## src/rtl/dma_desc_hdr_regs.sv

```systemverilog
// Descriptor header table register file for one DMA direction.
// Software programs the table size/flags (CTRL), the RC base address
// (BASE_HI/BASE_LO) and then writes LAST to launch the engine. The block
// hands the latched table description to the engine via dt_start/dt_ack,
// tracks busy state and reports sticky launch errors.
//
// Optional build macro: DMA_PRG_WR_LOCK_EN
//   defined   - CTRL/BASE_HI/BASE_LO writes while busy are discarded and
//               flag dt_err[1]; shadow registers stay frozen during a run.
//   undefined - those writes always update the shadow registers.
module dma_desc_hdr_regs #(
  parameter int unsigned MAX_NUMDESC  = 255,
  parameter logic [15:0] RESET_EPLAST = 16'h0
) (
  input  logic        clk_in,
  input  logic        rst,
  input  logic        dma_prg_wrena,
  input  logic [3:0]  dma_prg_addr,
  input  logic [31:0] dma_prg_wrdata,
  input  logic [3:0]  dma_prg_rdaddr,
  output logic [31:0] dma_prg_rddata,
  output logic [63:0] dt_base_rc,
  output logic [15:0] dt_size,
  output logic [15:0] dt_last,
  output logic        dt_msi,
  output logic        dt_eplast_ena,
  output logic        dt_start,
  input  logic        dt_ack,
  input  logic        dt_done,
  input  logic [15:0] eplast,
  output logic        dt_busy,
  output logic [1:0]  dt_err
);

  typedef enum logic [1:0] {
    ST_IDLE,
    ST_REQ,
    ST_RUN
  } state_t;

  localparam logic [1:0] SEL_CTRL    = 2'd0;
  localparam logic [1:0] SEL_BASE_HI = 2'd1;
  localparam logic [1:0] SEL_BASE_LO = 2'd2;
  localparam logic [1:0] SEL_LAST    = 2'd3;

  state_t      state_q;
  state_t      state_d;

  // Software-visible shadow registers
  logic [15:0] numdesc_q;
  logic        msi_q;
  logic        eplast_ena_q;
  logic [31:0] base_hi_q;
  logic [31:0] base_lo_q;

  logic [15:0] eplast_q;
  logic [1:0]  rdsel_q;
  logic [31:0] rd_mux;

  logic [1:0]  wr_sel;
  logic        wr_ctrl;
  logic        wr_hi;
  logic        wr_lo;
  logic        wr_last;
  logic        busy_q;
  logic        params_ok;
  logic        launch_try;
  logic        launch_ok;
  logic        launch_bad;
  logic        busy_launch;
  logic        shadow_we;
  logic        lock_err;

  // Address byte-lane bits are not decoded.
  logic        unused_bits;
  assign unused_bits = ^{dma_prg_addr[1:0], dma_prg_rdaddr[1:0]};

  // Write decode and launch qualification
  assign wr_sel      = dma_prg_addr[3:2];
  assign wr_ctrl     = dma_prg_wrena && (wr_sel == SEL_CTRL);
  assign wr_hi       = dma_prg_wrena && (wr_sel == SEL_BASE_HI);
  assign wr_lo       = dma_prg_wrena && (wr_sel == SEL_BASE_LO);
  assign wr_last     = dma_prg_wrena && (wr_sel == SEL_LAST);
  assign busy_q      = (state_q != ST_IDLE);

  assign params_ok   = (numdesc_q != 16'd0) &&
                       ({16'd0, numdesc_q} <= MAX_NUMDESC) &&
                       (dma_prg_wrdata[15:0] < numdesc_q);
  assign launch_try  = wr_last && !busy_q;
  assign launch_ok   = launch_try && params_ok;
  assign launch_bad  = launch_try && !params_ok;
  assign busy_launch = wr_last && busy_q;

`ifdef DMA_PRG_WR_LOCK_EN
  assign shadow_we = !busy_q;
  assign lock_err  = (wr_ctrl || wr_hi || wr_lo) && busy_q;
`else
  assign shadow_we = 1'b1;
  assign lock_err  = 1'b0;
`endif

  // FSM state register
  always_ff @(posedge clk_in or posedge rst) begin
    if (rst) begin
      state_q <= ST_IDLE;
    end else begin
      state_q <= state_d;
    end
  end

  // FSM next state and handshake outputs; done in REQ counts as ack+done
  always_comb begin
    state_d  = state_q;
    dt_start = 1'b0;
    dt_busy  = 1'b0;
    case (state_q)
      ST_IDLE: begin
        if (launch_ok) begin
          state_d = ST_REQ;
        end
      end
      ST_REQ: begin
        dt_start = 1'b1;
        dt_busy  = 1'b1;
        if (dt_done) begin
          state_d = ST_IDLE;
        end else if (dt_ack) begin
          state_d = ST_RUN;
        end
      end
      ST_RUN: begin
        dt_busy = 1'b1;
        if (dt_done) begin
          state_d = ST_IDLE;
        end
      end
      default: begin
        state_d = ST_IDLE;
      end
    endcase
  end

  // Shadow register writes; BASE_LO is forced 16-byte aligned
  always_ff @(posedge clk_in or posedge rst) begin
    if (rst) begin
      numdesc_q    <= '0;
      msi_q        <= 1'b0;
      eplast_ena_q <= 1'b0;
      base_hi_q    <= '0;
      base_lo_q    <= '0;
    end else begin
      if (wr_ctrl && shadow_we) begin
        numdesc_q    <= dma_prg_wrdata[15:0];
        msi_q        <= dma_prg_wrdata[17];
        eplast_ena_q <= dma_prg_wrdata[18];
      end
      if (wr_hi && shadow_we) begin
        base_hi_q <= dma_prg_wrdata;
      end
      if (wr_lo && shadow_we) begin
        base_lo_q <= {dma_prg_wrdata[31:4], 4'h0};
      end
    end
  end

  // Table description handed to the engine, captured only on a valid launch
  always_ff @(posedge clk_in or posedge rst) begin
    if (rst) begin
      dt_base_rc    <= '0;
      dt_size       <= '0;
      dt_last       <= '0;
      dt_msi        <= 1'b0;
      dt_eplast_ena <= 1'b0;
    end else if (launch_ok) begin
      dt_base_rc    <= {base_hi_q, base_lo_q};
      dt_size       <= numdesc_q;
      dt_last       <= dma_prg_wrdata[15:0];
      dt_msi        <= msi_q;
      dt_eplast_ena <= eplast_ena_q;
    end
  end

  // Sticky error flags, cleared only by a valid launch
  always_ff @(posedge clk_in or posedge rst) begin
    if (rst) begin
      dt_err <= '0;
    end else if (launch_ok) begin
      dt_err <= '0;
    end else begin
      if (launch_bad) begin
        dt_err[0] <= 1'b1;
      end
      if (busy_launch || lock_err) begin
        dt_err[1] <= 1'b1;
      end
    end
  end

  // Engine status capture
  always_ff @(posedge clk_in or posedge rst) begin
    if (rst) begin
      eplast_q <= RESET_EPLAST;
    end else begin
      eplast_q <= eplast;
    end
  end

  // Read mux over the registered address; sees writes from the sampling cycle
  always_comb begin
    rd_mux = '0;
    case (rdsel_q)
      SEL_CTRL:    rd_mux = {dt_busy, 12'd0, eplast_ena_q, msi_q, 1'b0, numdesc_q};
      SEL_BASE_HI: rd_mux = base_hi_q;
      SEL_BASE_LO: rd_mux = base_lo_q;
      SEL_LAST:    rd_mux = {dt_err, 14'd0, eplast_q};
      default:     rd_mux = '0;
    endcase
  end

  // Two-stage read pipeline: address register, then data register
  always_ff @(posedge clk_in or posedge rst) begin
    if (rst) begin
      rdsel_q        <= '0;
      dma_prg_rddata <= '0;
    end else begin
      rdsel_q        <= dma_prg_rdaddr[3:2];
      dma_prg_rddata <= rd_mux;
    end
  end

endmodule

```

## config.mk

```make
export PLATFORM = sky130hd
export DESIGN_NAME = dma_desc_hdr_regs
export DESIGN_NICKNAME = d
export VERILOG_FILES = /design/src/rtl/dma_desc_hdr_regs.sv
export SDC_FILE = /design/constraint.sdc
export NUM_CORES = 1
export LEC_CHECK = 0
export CAP_MARGIN = 25
export CORE_ASPECT_RATIO = 0.5
export CORE_MARGIN = 4
export CORE_UTILIZATION = 40
export DETAILED_ROUTE_END_ITERATION = 8
export GPL_TIMING_DRIVEN = 1
export HOLD_SLACK_MARGIN = 0.03
export PLACE_DENSITY_LB_ADDON = 0.1
export SETUP_SLACK_MARGIN = 0.5
export SKIP_CTS_REPAIR_TIMING = 1
export SYNTH_ARGS = -nofsm -noshare
export SYNTH_HDL_FRONTEND = slang
export SYNTH_SLANG_ARGS = --single-unit
export TNS_END_PERCENT = 50
```

## constraint.sdc

```tcl
create_clock -name clk_in -period 11.67 [get_ports clk_in]
set_input_delay 1.7505 -clock clk_in [delete_from_list [all_inputs] [get_ports clk_in]]
set_output_delay 1.7505 -clock clk_in [all_outputs]
set_load 0.005 [all_outputs]
```

# Word level (Yosys, flattened, before mapping)
# Index checks and enable logic that the tools add are counted.
[op_classes]
n_addsub = 0
multipliers = 0
div = 0
order_cmp = 2
n_eq_ne = 11
n_shift = 0
mux = 11
n_bitwise = 0
n_reduce_logical = 21
[op_table]
columns = ["operator", "count"]
rows = [
  ["one-hot mux 32 bit (4 select lines)", 1],
  ["<= comparator 16 x 8 -> 1 bit, second input constant", 1],
  ["less-than comparator 16 bit", 1],
  ["nonzero test 16 bit", 1],
  ["== test 2 bit, second input constant", 5],
  ["logical AND 1 bit", 10],
  ["two-way mux 2 bit", 5],
  ["== test 2 x 1 -> 1 bit, second input constant", 3],
  ["logical NOT 2 bit", 3],
  ["one-hot mux 2 bit (3 select lines)", 1],
  ["nonzero test 2 bit", 3],
  ["two-way mux 1 bit", 4],
  ["inequality test 2 bit, second input constant", 2],
  ["inequality test 3 bit, second input constant", 1],
  ["AND reduction 3 bit", 1],
  ["logical NOT 1 bit", 2],
  ["OR reduction 2 bit", 1],
]
[word_totals]
ff_bits = 226
latchBits = 0
mem_bits_rw = 0
romBits = 0
output_inout_bits = 134
word_cells = 61
memories = 0

# Depth between registers and ports, before layout
[depth]
ltp_word = 7
depth_mapped = 11
depth_no_buf = 8

# Worst setup path before layout
# Ideal clock, no wire load.
[synth_timing]
path_type = "input-to-reg"
startpoint = "in dma_prg_wrdata[10]"
endpoint = "reg dt_base_rc[63]"
setup_ps = 125
arrival_ps = 3786
slack_ps = 7759
stages = 10
n_path_buf = 3
cell_sequence = "ha_1 and3_1 a221o_1 a21oi_1 nor4b_2 o21ba_1 buf_2 buf_6 buf_6 mux2_4"
[synth_via]
elab_chain_cells = 3
[synth_rtl]
columns = ["element", "line", "source"]
rows = [
  ["start, declared", "19", "input logic [31:0] dma_prg_wrdata,"],
  ["less-than comparator 16 bit", "88", "(dma_prg_wrdata[15:0] < numdesc_q);"],
  ["logical AND 1 bit", "87", "({16'd0, numdesc_q} <= MAX_NUMDESC) &&"],
  ["logical AND 1 bit", "90", "assign launch_ok = launch_try && params_ok;"],
  ["end signal, assigned", "175", "dt_base_rc <= {base_hi_q, base_lo_q};"],
  ["end, declared", "22", "output logic [63:0] dt_base_rc,"],
]
# Every way passes these cells.
# A chain may end at the register's enable or synchronous reset.

# Worst setup path in the final report
[layout_timing]
startpoint = "in dma_prg_wrdata[10]"
endpoint = "reg dt_base_rc[30]"
# The elaborated chain is that of the path after synthesis.

==> flow_summary.toml <==
[yosys]
syn_inst = 574
synth_area_mm2 = 0.00894
synth_compound_area_share_pct = 3.86
synth_top_family_by_area = "multiplexers"
synth_top_area_share_pct = 63.3
synthMuxAreaShare_pct = 24.2
synth_xor_area_share_pct = 0
synth.ff_latch_count = 226
synthArstFlopShare_pct = 100
synth_simple_gate_area_share_pct = 3.37
yosysUniqueCellTypes = 39
synth_largest_area_cell = "dfrtp_1"
yosys.area_share.adder_pct = 2.52
synth_area_leaders = "dfrtp_1 (63%), mux2_2 (15%), mux2_4 (4.9%)"
synth_warnings = 0
synth.avg_cell_area_um2 = 15.6
seq_area_frac_synth_pct = 63.3
synth_top_flop_cell = "dfrtp_1"
synth-edff-count = 0

[global_route]
grt_first_pass_wirelength_mm = 32.6
grt_pass1_vias = 5630
grt_max_degree = 115
antenna_found_initial = 1
track_usage_pct = 16.7
globalRouteOverflowTotal = 0

[drt]
vias = 5252
ant_nets = 0
via_per_inst = 4.89
wl_mm = 20.3
remaining_drc_errors = 0
post_drt_wl_per_cell_um = 18.9
dr.pass1.iters = 6
drt-initial-drc-count = 214

[placement]
io_buffers = 186
gp_congestion = 0.761
dpl_cell_area_mm2 = 0.0111
dp_hpwl_mm = 13.5

[critical_path]
path_max_fanout = 56
critPathKind = "input port to flop"
max_stage_delay_ns = 0.83
cp.required_ns = 12.05
worstPathCellList = "clkdlybuf4s50_1, ha_1, and3_1, nand3_1, nor4_1, nor4b_2, o21ba_4, buf_4, mux2_2"
cp_num_buf_inv = 2
critical_path.top_delay_family = "buffers and inverters"
critical_path_arrival_ns = 5.52
end_kind = "flop"
slowest_stage = "o21ba_4"
cp-start-kind = "input port"

[timing]
timing.final.crit_share_pct = 44.0
drv_slew = 0
rsz0062_at_grt = "false"
fin_crit_ns = 5.14
fmax_mhz = 195
finalSetupViolations = 0
slew_headroom_pct = 38.9
worstMarginPinSlew_ns = 0.917
fin_skew_ns = 0.00850
setup-tns-final_ns = 0
hold_viol_final = 0
whs_ns = 0.480

[job]
cap_violations = 0

[layout]
diodes = 0
finalInstanceArea_mm2 = 0.0117
nNetsFinal = 842
fillers = 1859
syn_to_final_growth_pct = 31.3
drive_gt1_share_pct = 26.6

[clock_network]
cts_max_level = 1
cts-buffers-inserted = 21
path_clk_slew_ns = 0.06
clkLatencyLatePin_ns = 0.50
numClockSinks = 226
cts_tree = "yes"
clockRootBuffer = "clkbuf_16"
clockBufferDepth = 3

[pwr]
power_density_mw_per_mm2 = 170
power.leakage_nw = 5.38
irDropWorstVdd_mv = 0.0768

[floorplanning]
rows = 38
top_level_ports = 195
die_h_um = 114
fp.dieArea_mm2 = 0.0249
die_w_um = 219
core-area_mm2 = 0.0218
start_util_pct = 40.9

[run_status]
status = "completed"

[min_path]
worstHoldPathType = "flop to flop"
[cells by family (layout without fill, tap and decap cells)]
kind of cell    after synthesis  count (layout)
compound gates               52              52
fa+ha+maj                    18              18
buf+inv                      51             248
flops                       226             226
mux                         170             170
other cells                   1               4
simple gates                 56              56
[sequential cells by signal (all words and copies together), names as in the netlist]
signal,count
dt_msi,1
dt_eplast_ena,1
base_lo_q,28
state_q,2
dt_base_rc,60
dt_err,2
base_hi_q,32
dt_last,16
dma_prg_rddata,32
rdsel_q,2
eplast_ena_q,1
eplast_q,16
dt_size,16
msi_q,1
numdesc_q,16
[worst paths after layout]
check,cells after the start,to,slack [ns],start
min,1,dt_size[13],0.48,dt_size[13]
min in group asynchronous,2,dt_base_rc[55],1.79,rst
min reg2reg,1,dt_size[13],0.48,dt_size[13]
max in group asynchronous,4,dt_base_rc[7],7.95,rst
max reg2reg,9,dt_base_rc[30],7.88,numdesc_q[8]
max,9,dt_base_rc[30],6.53,dma_prg_wrdata[10]
[final cells by class]
type	count	area, um^2	area share [%]
Sequential cell	226	5660	48.2
Multi-Input combinational cell	300	3060	26.1
Timing Repair Buffer	195	1930	16.4
Clock buffer	29	586	4.99
Tap cell	300	375	3.20
Inverter	19	78.8	0.672
Clock inverter	5	50.0	0.426
[per-stage QoR]
step	setup WS [ns]	util (%)	total power [mW]	instances
final	6.53	53.8	2.00	1074
after global routing	6.29	53.8	2.11	1074
after CTS	6.55	53.8	2.04	1074
after detailed placement	6.01	50.9	1.37	1040
after global placement	6.03	50.9	1.36	1040
after floorplan	3.73	-	1.15	577
[where the power goes]
group	total, mW	internal, mW	switching, mW
registers	0.977	0.901	0.0753
clock network	0.653	0.371	0.282
logic	0.371	0.243	0.128
total	2.00	1.51	0.486
[synthesized netlist by cell type (all sizes together), types with 8 or more instances]
cell type and count:
nand2 18, o21ai 24, a22o 13, and2 8, buf 17, mux4 13
inv 19, dfrtp 226, mux2 150, ha 18, clkbuf 15
[layer usage]
layer	wire, um	share of wire [%]	up-vias	track usage [%]
li1	-	-	2413	-
met1	9410	46	2718	23.4
met2	9510	47	91	26.8
met3	998	4.9	28	4.26
met4	404	2.0	2	3.41
met5	12	0.059	-	0
[layout by cell type, fill, tap and decap left out, drive strengths merged, types with 2 or more instances in the layout]
cell,Yosys,routed
mux2,150,150
o21ai,24,24
clkinv,0,4
nor4,4,4
ha,18,18
a22o,13,13
clkbuf,15,29
inv,19,19
and2,8,8
nor3b,2,2
a21o,2,2
conb,1,4
nand3,7,7
and4,2,2
nand3b,2,2
buf,17,9
mux2i,7,7
nor2,5,5
o21a,2,2
nand2,18,18
nand2b,2,2
nor2b,2,2
clkdlybuf4s50,0,186
dfrtp,226,226
a21oi,4,4
mux4,13,13
(Power assumes the default switching activity.)
